`src/rtl/calc_responder_pkg.sv`:
```
// Shared widths, command/response codes and request/result types for calc_responder.
package calc_responder_pkg;

  localparam int CMD_WIDTH  = 4;
  localparam int DATA_WIDTH = 32;
  localparam int TAG_WIDTH  = 2;
  localparam int RESP_WIDTH = 2;

  localparam logic [CMD_WIDTH-1:0] CMD_NONE = 4'd0;
  localparam logic [CMD_WIDTH-1:0] CMD_ADD  = 4'd1;
  localparam logic [CMD_WIDTH-1:0] CMD_SUB  = 4'd2;
  localparam logic [CMD_WIDTH-1:0] CMD_SHL  = 4'd5;
  localparam logic [CMD_WIDTH-1:0] CMD_SHR  = 4'd6;

  localparam logic [RESP_WIDTH-1:0] RESP_NONE = 2'd0;
  localparam logic [RESP_WIDTH-1:0] RESP_OK   = 2'd1;
  localparam logic [RESP_WIDTH-1:0] RESP_ERR  = 2'd2;

  // One queued request: command, tag and both operands.
  typedef struct packed {
    logic [CMD_WIDTH-1:0]  cmd;
    logic [TAG_WIDTH-1:0]  tag;
    logic [DATA_WIDTH-1:0] op1;
    logic [DATA_WIDTH-1:0] op2;
  } req_t;

  // Outcome of executing one request.
  typedef struct packed {
    logic [RESP_WIDTH-1:0] resp;
    logic [DATA_WIDTH-1:0] data;
  } result_t;

  localparam int REQ_WIDTH = $bits(req_t);

endpackage

```
`src/rtl/calc_req_fifo.sv`:
```
// Request FIFO: push/pop in the same cycle both take effect; pushes while full are dropped.
module calc_req_fifo #(
  parameter int DEPTH = 4,
  parameter int WIDTH = 8
) (
  input  logic             clk,
  input  logic             reset,
  input  logic             push,
  input  logic             pop,
  input  logic [WIDTH-1:0] wdata,
  output logic [WIDTH-1:0] rdata,
  output logic             full,
  output logic             empty
);

  localparam int PTR_W = (DEPTH > 1) ? $clog2(DEPTH) : 1;
  localparam int CNT_W = $clog2(DEPTH + 1);

  logic [WIDTH-1:0] mem [DEPTH];
  logic [PTR_W-1:0] wr_ptr;
  logic [PTR_W-1:0] rd_ptr;
  logic [CNT_W-1:0] count;
  logic             do_push;
  logic             do_pop;

  assign full    = (count == CNT_W'(DEPTH));
  assign empty   = (count == '0);
  assign do_push = push && !full;
  assign do_pop  = pop && !empty;
  assign rdata   = mem[rd_ptr];

  // Storage array; contents need no reset since count gates visibility.
  always_ff @(posedge clk) begin
    if (do_push) mem[wr_ptr] <= wdata;
  end

  // Pointers wrap modulo DEPTH; count tracks occupancy.
  always_ff @(posedge clk) begin
    if (reset) begin
      wr_ptr <= '0;
      rd_ptr <= '0;
      count  <= '0;
    end else begin
      if (do_push) wr_ptr <= (wr_ptr == PTR_W'(DEPTH - 1)) ? '0 : wr_ptr + 1'b1;
      if (do_pop)  rd_ptr <= (rd_ptr == PTR_W'(DEPTH - 1)) ? '0 : rd_ptr + 1'b1;
      case ({do_push, do_pop})
        2'b10:   count <= count + 1'b1;
        2'b01:   count <= count - 1'b1;
        default: count <= count;
      endcase
    end
  end

endmodule

```
`src/rtl/calc_responder.sv`:
```
// Two-cycle request capture, FIFO queueing and a registered execute stage.
module calc_responder
  import calc_responder_pkg::*;
#(
  parameter int DEPTH = 4
) (
  input  logic                  clk,
  input  logic                  reset,
  input  logic [CMD_WIDTH-1:0]  cmd_in,
  input  logic [DATA_WIDTH-1:0] data_in,
  input  logic [TAG_WIDTH-1:0]  tag_in,
  output logic [RESP_WIDTH-1:0] out_resp,
  output logic [DATA_WIDTH-1:0] out_data,
  output logic [TAG_WIDTH-1:0]  out_tag
);

  typedef enum logic {IDLE, WAIT_OP2} state_t;

  state_t                state_q, state_d;
  logic                  capture;
  logic                  push;
  logic                  pop;
  logic                  full;
  logic                  empty;
  logic [CMD_WIDTH-1:0]  cmd_p0;
  logic [TAG_WIDTH-1:0]  tag_p0;
  logic [DATA_WIDTH-1:0] op1_p0;
  req_t                  wreq;
  req_t                  rreq;
  req_t                  req_p1;
  logic                  vld_p1;
  result_t               res_p1;

  // Arithmetic for one request; error responses always carry zero data.
  function automatic result_t execute(input req_t r);
    result_t               res;
    logic [DATA_WIDTH:0]   sum;
    sum      = {1'b0, r.op1} + {1'b0, r.op2};
    res.resp = RESP_ERR;
    res.data = '0;
    case (r.cmd)
      CMD_ADD: begin
        if (!sum[DATA_WIDTH]) begin
          res.resp = RESP_OK;
          res.data = sum[DATA_WIDTH-1:0];
        end
      end
      CMD_SUB: begin
        if (r.op2 <= r.op1) begin
          res.resp = RESP_OK;
          res.data = r.op1 - r.op2;
        end
      end
      CMD_SHL: begin
        res.resp = RESP_OK;
        res.data = r.op1 << r.op2[4:0];
      end
      CMD_SHR: begin
        res.resp = RESP_OK;
        res.data = r.op1 >> r.op2[4:0];
      end
      default: begin
        res.resp = RESP_ERR;
        res.data = '0;
      end
    endcase
    return res;
  endfunction

  // Input FSM state register.
  always_ff @(posedge clk) begin
    if (reset) state_q <= IDLE;
    else       state_q <= state_d;
  end

  // Next state: a command cycle is always followed by exactly one operand2 cycle.
  always_comb begin
    state_d = state_q;
    capture = 1'b0;
    push    = 1'b0;
    case (state_q)
      IDLE: begin
        if (cmd_in != CMD_NONE) begin
          capture = 1'b1;
          state_d = WAIT_OP2;
        end
      end
      WAIT_OP2: begin
        push    = !full;
        state_d = IDLE;
      end
      default: state_d = IDLE;
    endcase
  end

  // Stage p0: hold command, tag and operand1 until operand2 arrives.
  always_ff @(posedge clk) begin
    if (capture) begin
      cmd_p0 <= cmd_in;
      tag_p0 <= tag_in;
      op1_p0 <= data_in;
    end
  end

  assign wreq = '{cmd: cmd_p0, tag: tag_p0, op1: op1_p0, op2: data_in};
  assign pop  = !empty;

  calc_req_fifo #(
    .DEPTH (DEPTH),
    .WIDTH (REQ_WIDTH)
  ) u_fifo (
    .clk   (clk),
    .reset (reset),
    .push  (push),
    .pop   (pop),
    .wdata (wreq),
    .rdata (rreq),
    .full  (full),
    .empty (empty)
  );

  // Stage p1: the popped request, registered on the pop edge.
  always_ff @(posedge clk) begin
    if (reset) vld_p1 <= 1'b0;
    else       vld_p1 <= pop;
  end

  // Stage p1 data path; validity is carried by vld_p1.
  always_ff @(posedge clk) begin
    if (pop) req_p1 <= rreq;
  end

  assign res_p1 = execute(req_p1);

  // Stage p2: response registers, zero whenever no request completes.
  always_ff @(posedge clk) begin
    if (reset || !vld_p1) begin
      out_resp <= RESP_NONE;
      out_data <= '0;
      out_tag  <= '0;
    end else begin
      out_resp <= res_p1.resp;
      out_data <= (res_p1.resp == RESP_OK) ? res_p1.data : '0;
      out_tag  <= req_p1.tag;
    end
  end

endmodule

```
`config.mk`:
```
export PLATFORM = sky130hd
export DESIGN_NAME = calc_responder
export DESIGN_NICKNAME = d
export VERILOG_FILES = /design/src/rtl/calc_responder_pkg.sv /design/src/rtl/calc_req_fifo.sv /design/src/rtl/calc_responder.sv
export SDC_FILE = /design/constraint.sdc
export NUM_CORES = 1
export LEC_CHECK = 0
export CAP_MARGIN = 10
export CORE_MARGIN = 5
export CORE_UTILIZATION = 40
export CTS_CLUSTER_SIZE = 28
export DETAILED_ROUTE_END_ITERATION = 10
export GPL_ROUTABILITY_DRIVEN = 0
export GPL_TIMING_DRIVEN = 0
export SLEW_MARGIN = 0
export SYNTH_ARGS = -nofsm -noshare
export SYNTH_HDL_FRONTEND = slang
export SYNTH_SLANG_ARGS = --single-unit
```
`constraint.sdc`:
```
create_clock -name clk -period 4.3 [get_ports clk]
set_input_delay 0.86 -clock clk [delete_from_list [all_inputs] [get_ports clk]]
set_output_delay 0.86 -clock clk [all_outputs]
set_load 0.02 [all_outputs]
```
==> results by stage <==
Synth:
- Counting flops and latches in the post-synthesis netlist gives around 430.
- The count of different cell masters after synthesis is 83.
- The total standard cell area after synthesis is 21,800 sq um.
- The share of the Yosys chip area taken by registers is 57.5%.
- The commonest register cell after synthesis is edfxtp_1.
- Yosys attributes the largest share of cell area to edfxtp_1 (53%), mux4_2 (8.9%), dfxtp_1 (4.1%).
- The number of synthesized flops with an enable pin is roughly 390.
- Summed over all instances, the cell type with the most area after synthesis is edfxtp_1.
- The post-synthesis async set-or-reset flop share is 0%.
- By area, the combinational part of the netlist is dominated by compound AO/OA/AOI/OAI gates.
- The post-synthesis share of cell area spent on and, or, nand and nor gates is 8.17%.
- The net count after synthesis is 1,811.
- Measured against the total synthesized area, the mux share comes to 11.6%.
- The synthesized design devotes to its leading area cell type 53.3% of total area.
- The synthesized netlist devotes under 10% of its cell area to XOR and XNOR gates.
- Synthesis produced a netlist whose cell count is 1,698.
- The count of synthesis-stage warnings from yosys is 0.
- The complex-gate fraction of the synthesized area is 13.6%.
- The average instance in the mapped netlist occupies 12.9 sq um.
- Of the total synthesized cell area, the portion taken by full adders, half adders and majority gates is 4.28%.

Global routing:
- The overall overflow remaining after global route is 0.
- The largest net degree at the start of global routing is a little under 70.
- The number of antenna violations at the first check in global routing is 2.
- The first global-routing pass estimated just over 90 mm of wire.
- The number of global-route vias before repair was 15,200.
- Global routing consumed, over all layers together, 20.1% of the routing resources.

Timing:
- The setup clock skew after layout is ~0.020 ns.
- The smallest clock period supported by the final layout is computed as 4.23 ns.
- The final hold violation count is 0.
- After layout, the worst path uses 98.5% of the clock period.
- The final number of setup-violating endpoints is 0.
- The number of max-slew violations in the final report is 0.
- For the pin with the worst max-slew slack, the measured transition is 1.26 ns.
- The peak clock frequency supported by timing is 0.236 GHz.
- Headroom to the max-slew limit came out at 15.3%.
- The summed negative setup slack over all endpoints is 0 ns.

Power:
- The power per cell area is 866 nW/um^2.
- The power consumption is 21.9 mW.
- The leakage power is 8.63 nW.
- VDD sags by at most between 300 and 400 uV.

Detailed routing:
- In the final routed layout, each cell accounts on average for 23.9 microns.
- The iteration count of the initial detailed-routing pass is 9.
- The detailed router finished its first iteration with roughly 2,100 violations.
- The routed wire length is 61.1 mm.
- The routed via count divided by cell count is 6.00.
- The detail route stage leaves a number of antenna-violating nets equal to 0.
- The count of unresolved DRC violations after routing is 0.
- The routed layout has 15,300 vias.

Cells and area:
- Summing all flip-flop and latch instances after layout gives 12,600 sq um.
- The commonest non-fill, non-tap cell in the layout is edfxtp_1.
- The share of final-layout standard cells stronger than drive strength 1 is between 10% and 20%.
- Counting the fill cells in the layout gives 4,669.
- At the end of the flow the core is filled with cells to 46.9%.
- The post-layout instance count excluding filler cells is 2,556.
- The total inserted antenna cells is 0.
- The area growth from synthesis to layout is 15.8%.
- After the last flow step, the layout net total stands at 1,936.
- The multi-input combinational cells in the finished layout cover a total of 8640 sq um.
- In the layout the commonest cells are edfxtp_1 (388), nor2_1 (153), a21oi_1 (119), nand2_1 (90), mux4_2 (86).

Run status:
- The flow ran to the end, and the final reports show no timing, DRC or antenna violations.

Min path:
- The tightest min-delay check is of the reg -> reg type.
- The launch instance of the worst min-delay path is req_p1[64].
- Along the worst hold path, the cell count comes to 2.
- The end of the worst hold path is out_tag[0].

Worst setup path:
- For this run, the slowest stage of the critical path takes between 0.6 and 0.7 ns.
- The worst setup slack for register-to-register paths is 0.07 ns.
- The worst reg2reg path depth is 11.
- The largest individual stage delay along the critical path comes from the cell edfxtp_1.
- The critical path goes through ha_1 -> o21ai_0 -> o21ai_1 -> o211ai_1 -> o21ba_2 -> nor4_1 -> o31a_1 -> buf_2 -> buf_2 -> a22oi_1 -> a31oi_1.
- The startpoint identified for the worst register-to-register timing path is req_p1[43].
- The cell family contributing the most delay on the critical path is compound AO/OA/AOI/OAI gates.
- The worst setup path is of the reg -> reg kind.
- The data arrival time of the worst path is 4.66 ns.
- By instance count, the cell type seen most on the critical path is buf_2.
- The endpoint class of the critical path is a flip-flop.
- At the worst endpoint, the required time is 4.73 ns.
- The number of cells on the critical path is 11.
- The buffering stage count on the worst path with inverters included is 2.
- STA classifies the critical path startpoint as a flip-flop.
- The worst-path maximum fanout is 10.
- In this run the critical register-to-register path is captured at out_data[15].

Floorplan:
- The area of the core is ~54,000 sq um.
- The vertical die dimension is 244 microns.
- Once the floorplan was initialized, standard cells occupied about two fifths of the core.
- The number of placement rows is 85.
- The die area is between 50,000 and 60,000 sq um.
- The I/O pin total is 76.
- The chip width is 244 microns.

Clock tree:
- The clock tree synthesis step divided the H-tree into 2 levels.
- The TritonCTS clock tree is done.
- The later pin in the worst-skew pair is clocked with a latency of 0.58 ns.
- The number of clock sinks seen by CTS is around 430.
- The tree is rooted in a clkbuf_16.
- TritonCTS created 45 clock buffers.
- Clock-pin slew was measured on the worst setup and hold paths at 0.06 ns.
- In this run the deepest clock path goes through 3 buffers.

Run:
- The max-capacitance violation count is 0.

Placement:
- The HPWL after detailed placement is 44.4 mm.
- The count of placed standard cells including taps is 2,474.
- Input and output buffers added on the ports amount to 74.
-- cell usage after synthesis (8+ instances only) --
library cell / count
o31ai_1: 9
o22ai_1: 26
mux2_2: 10
nand2b_1: 19
a31oi_1: 25
edfxtp_1: 388
a22oi_1: 17
buf_1: 21
o211ai_1: 14
clkbuf_1: 54
nand3_1: 13
inv_1: 69
dfxtp_1: 45
a21oi_1: 119
nor4_1: 15
nor2_1: 155
xnor2_1: 32
mux2i_1: 49
o21a_1: 9
nor3_1: 21
or2_2: 9
o21ai_1: 8
ha_1: 70
inv_2: 9
a21oi_2: 15
o21ai_0: 61
nor2b_1: 14
and2_1: 12
or3_1: 8
buf_2: 17
a211oi_1: 30
a221oi_1: 10
nand2_1: 90
mux4_2: 86
o21bai_1: 14
and3_1: 9
nand4_1: 8
a21o_1: 24
-- stage by stage --
stage | cell area (sq um) | worst slack, ns | hold slack [ns]
floorplan | 21800 | 0.496 | 0.439
global placement | 23500 | -1.02 | 0.466
detailed placement | 23600 | -1.05 | 0.474
CTS | 25200 | 0.0249 | 0.487
global route | 25300 | -0.0174 | 0.518
finish | 25300 | 0.0655 | 0.473
-- what timing repair did --
| item | 4_1_cts | 5_1_grt |
|---|---|---|
| endpoints found under the setup margin | 34 | 31 |
| hold buffers | 0 | 0 |
| setup buffers | 0 | 2 |
| resized for setup | 7 | 14 |
| pin swaps | 0 | 0 |
-- report_power, final --
group / total (mW) / internal (mW) / switching [mW] / leakage, nW
registers: 6.19 / 5.43 / 0.752 / 3.97
logic: 11.7 / 4.24 / 7.43 / 3.88
clock network: 4.05 / 2.46 / 1.59 / 0.774
total: 21.9 / 12.1 / 9.77 / 8.63
-- flip-flops by register name (all words and copies together) (netlist names) --
| register | count |
|---|---|
| u_fifo.mem | 280 |
| req_p1 | 70 |
| op1_p0 | 32 |
| out_data | 32 |
| cmd_p0 | 4 |
| u_fifo.count | 3 |
| out_resp | 2 |
| out_tag | 2 |
| tag_p0 | 2 |
| u_fifo.rd_ptr | 2 |
| u_fifo.wr_ptr | 2 |
| state_q | 1 |
| vld_p1 | 1 |
-- tightest hold or removal path, delay by kind of cell, from the launching register on --
family / cells / cell delay (ns)
buffers and inverters: 1 / 0.04
flip-flops: 1 / 0.32
AND/OR/NAND/NOR: 1 / 0.08
-- layer usage --
| metal | track usage (%) | wire length (microns) | vias to the layer above |
|---|---|---|---|
| met5 | 0 | 35 | - |
| met3 | 4.01 | 4930 | 204 |
| li1 | - | - | 6797 |
| met1 | 28.2 | 26100 | 7527 |
| met2 | 30.5 | 27000 | 799 |
| met4 | 9.04 | 3020 | 4 |
-- logic make-up (layout without fill, tap and decap cells) --
kind of cell,after synthesis,after routing
simple gates,387,387
flops,433,433
xor+xnor,37,37
fa+ha+maj,73,73
mux,145,145
compound gates,443,443
buf+inv,180,342
-- worst max-delay path by stage --
stage,start,to
CTS,req_p1[3],out_data[25]
global route,req_p1[43],out_data[15]
floorplan,req_p1[1],out_data[21]
global placement,req_p1[1],out_data[2]
detailed placement,req_p1[1],out_data[2]
finish,req_p1[43],out_data[15]
-- layout make-up --
class,instances,area share [%]
Timing Repair Buffer,82,3.61
Sequential cell,433,49.6
Clock buffer,63,5.09
Buffer,95,1.69
Tap cell,696,3.44
Multi-Input combinational cell,1085,34.2
Inverter,81,1.24
Clock inverter,21,1.11
(Power assumes the default switching activity.)
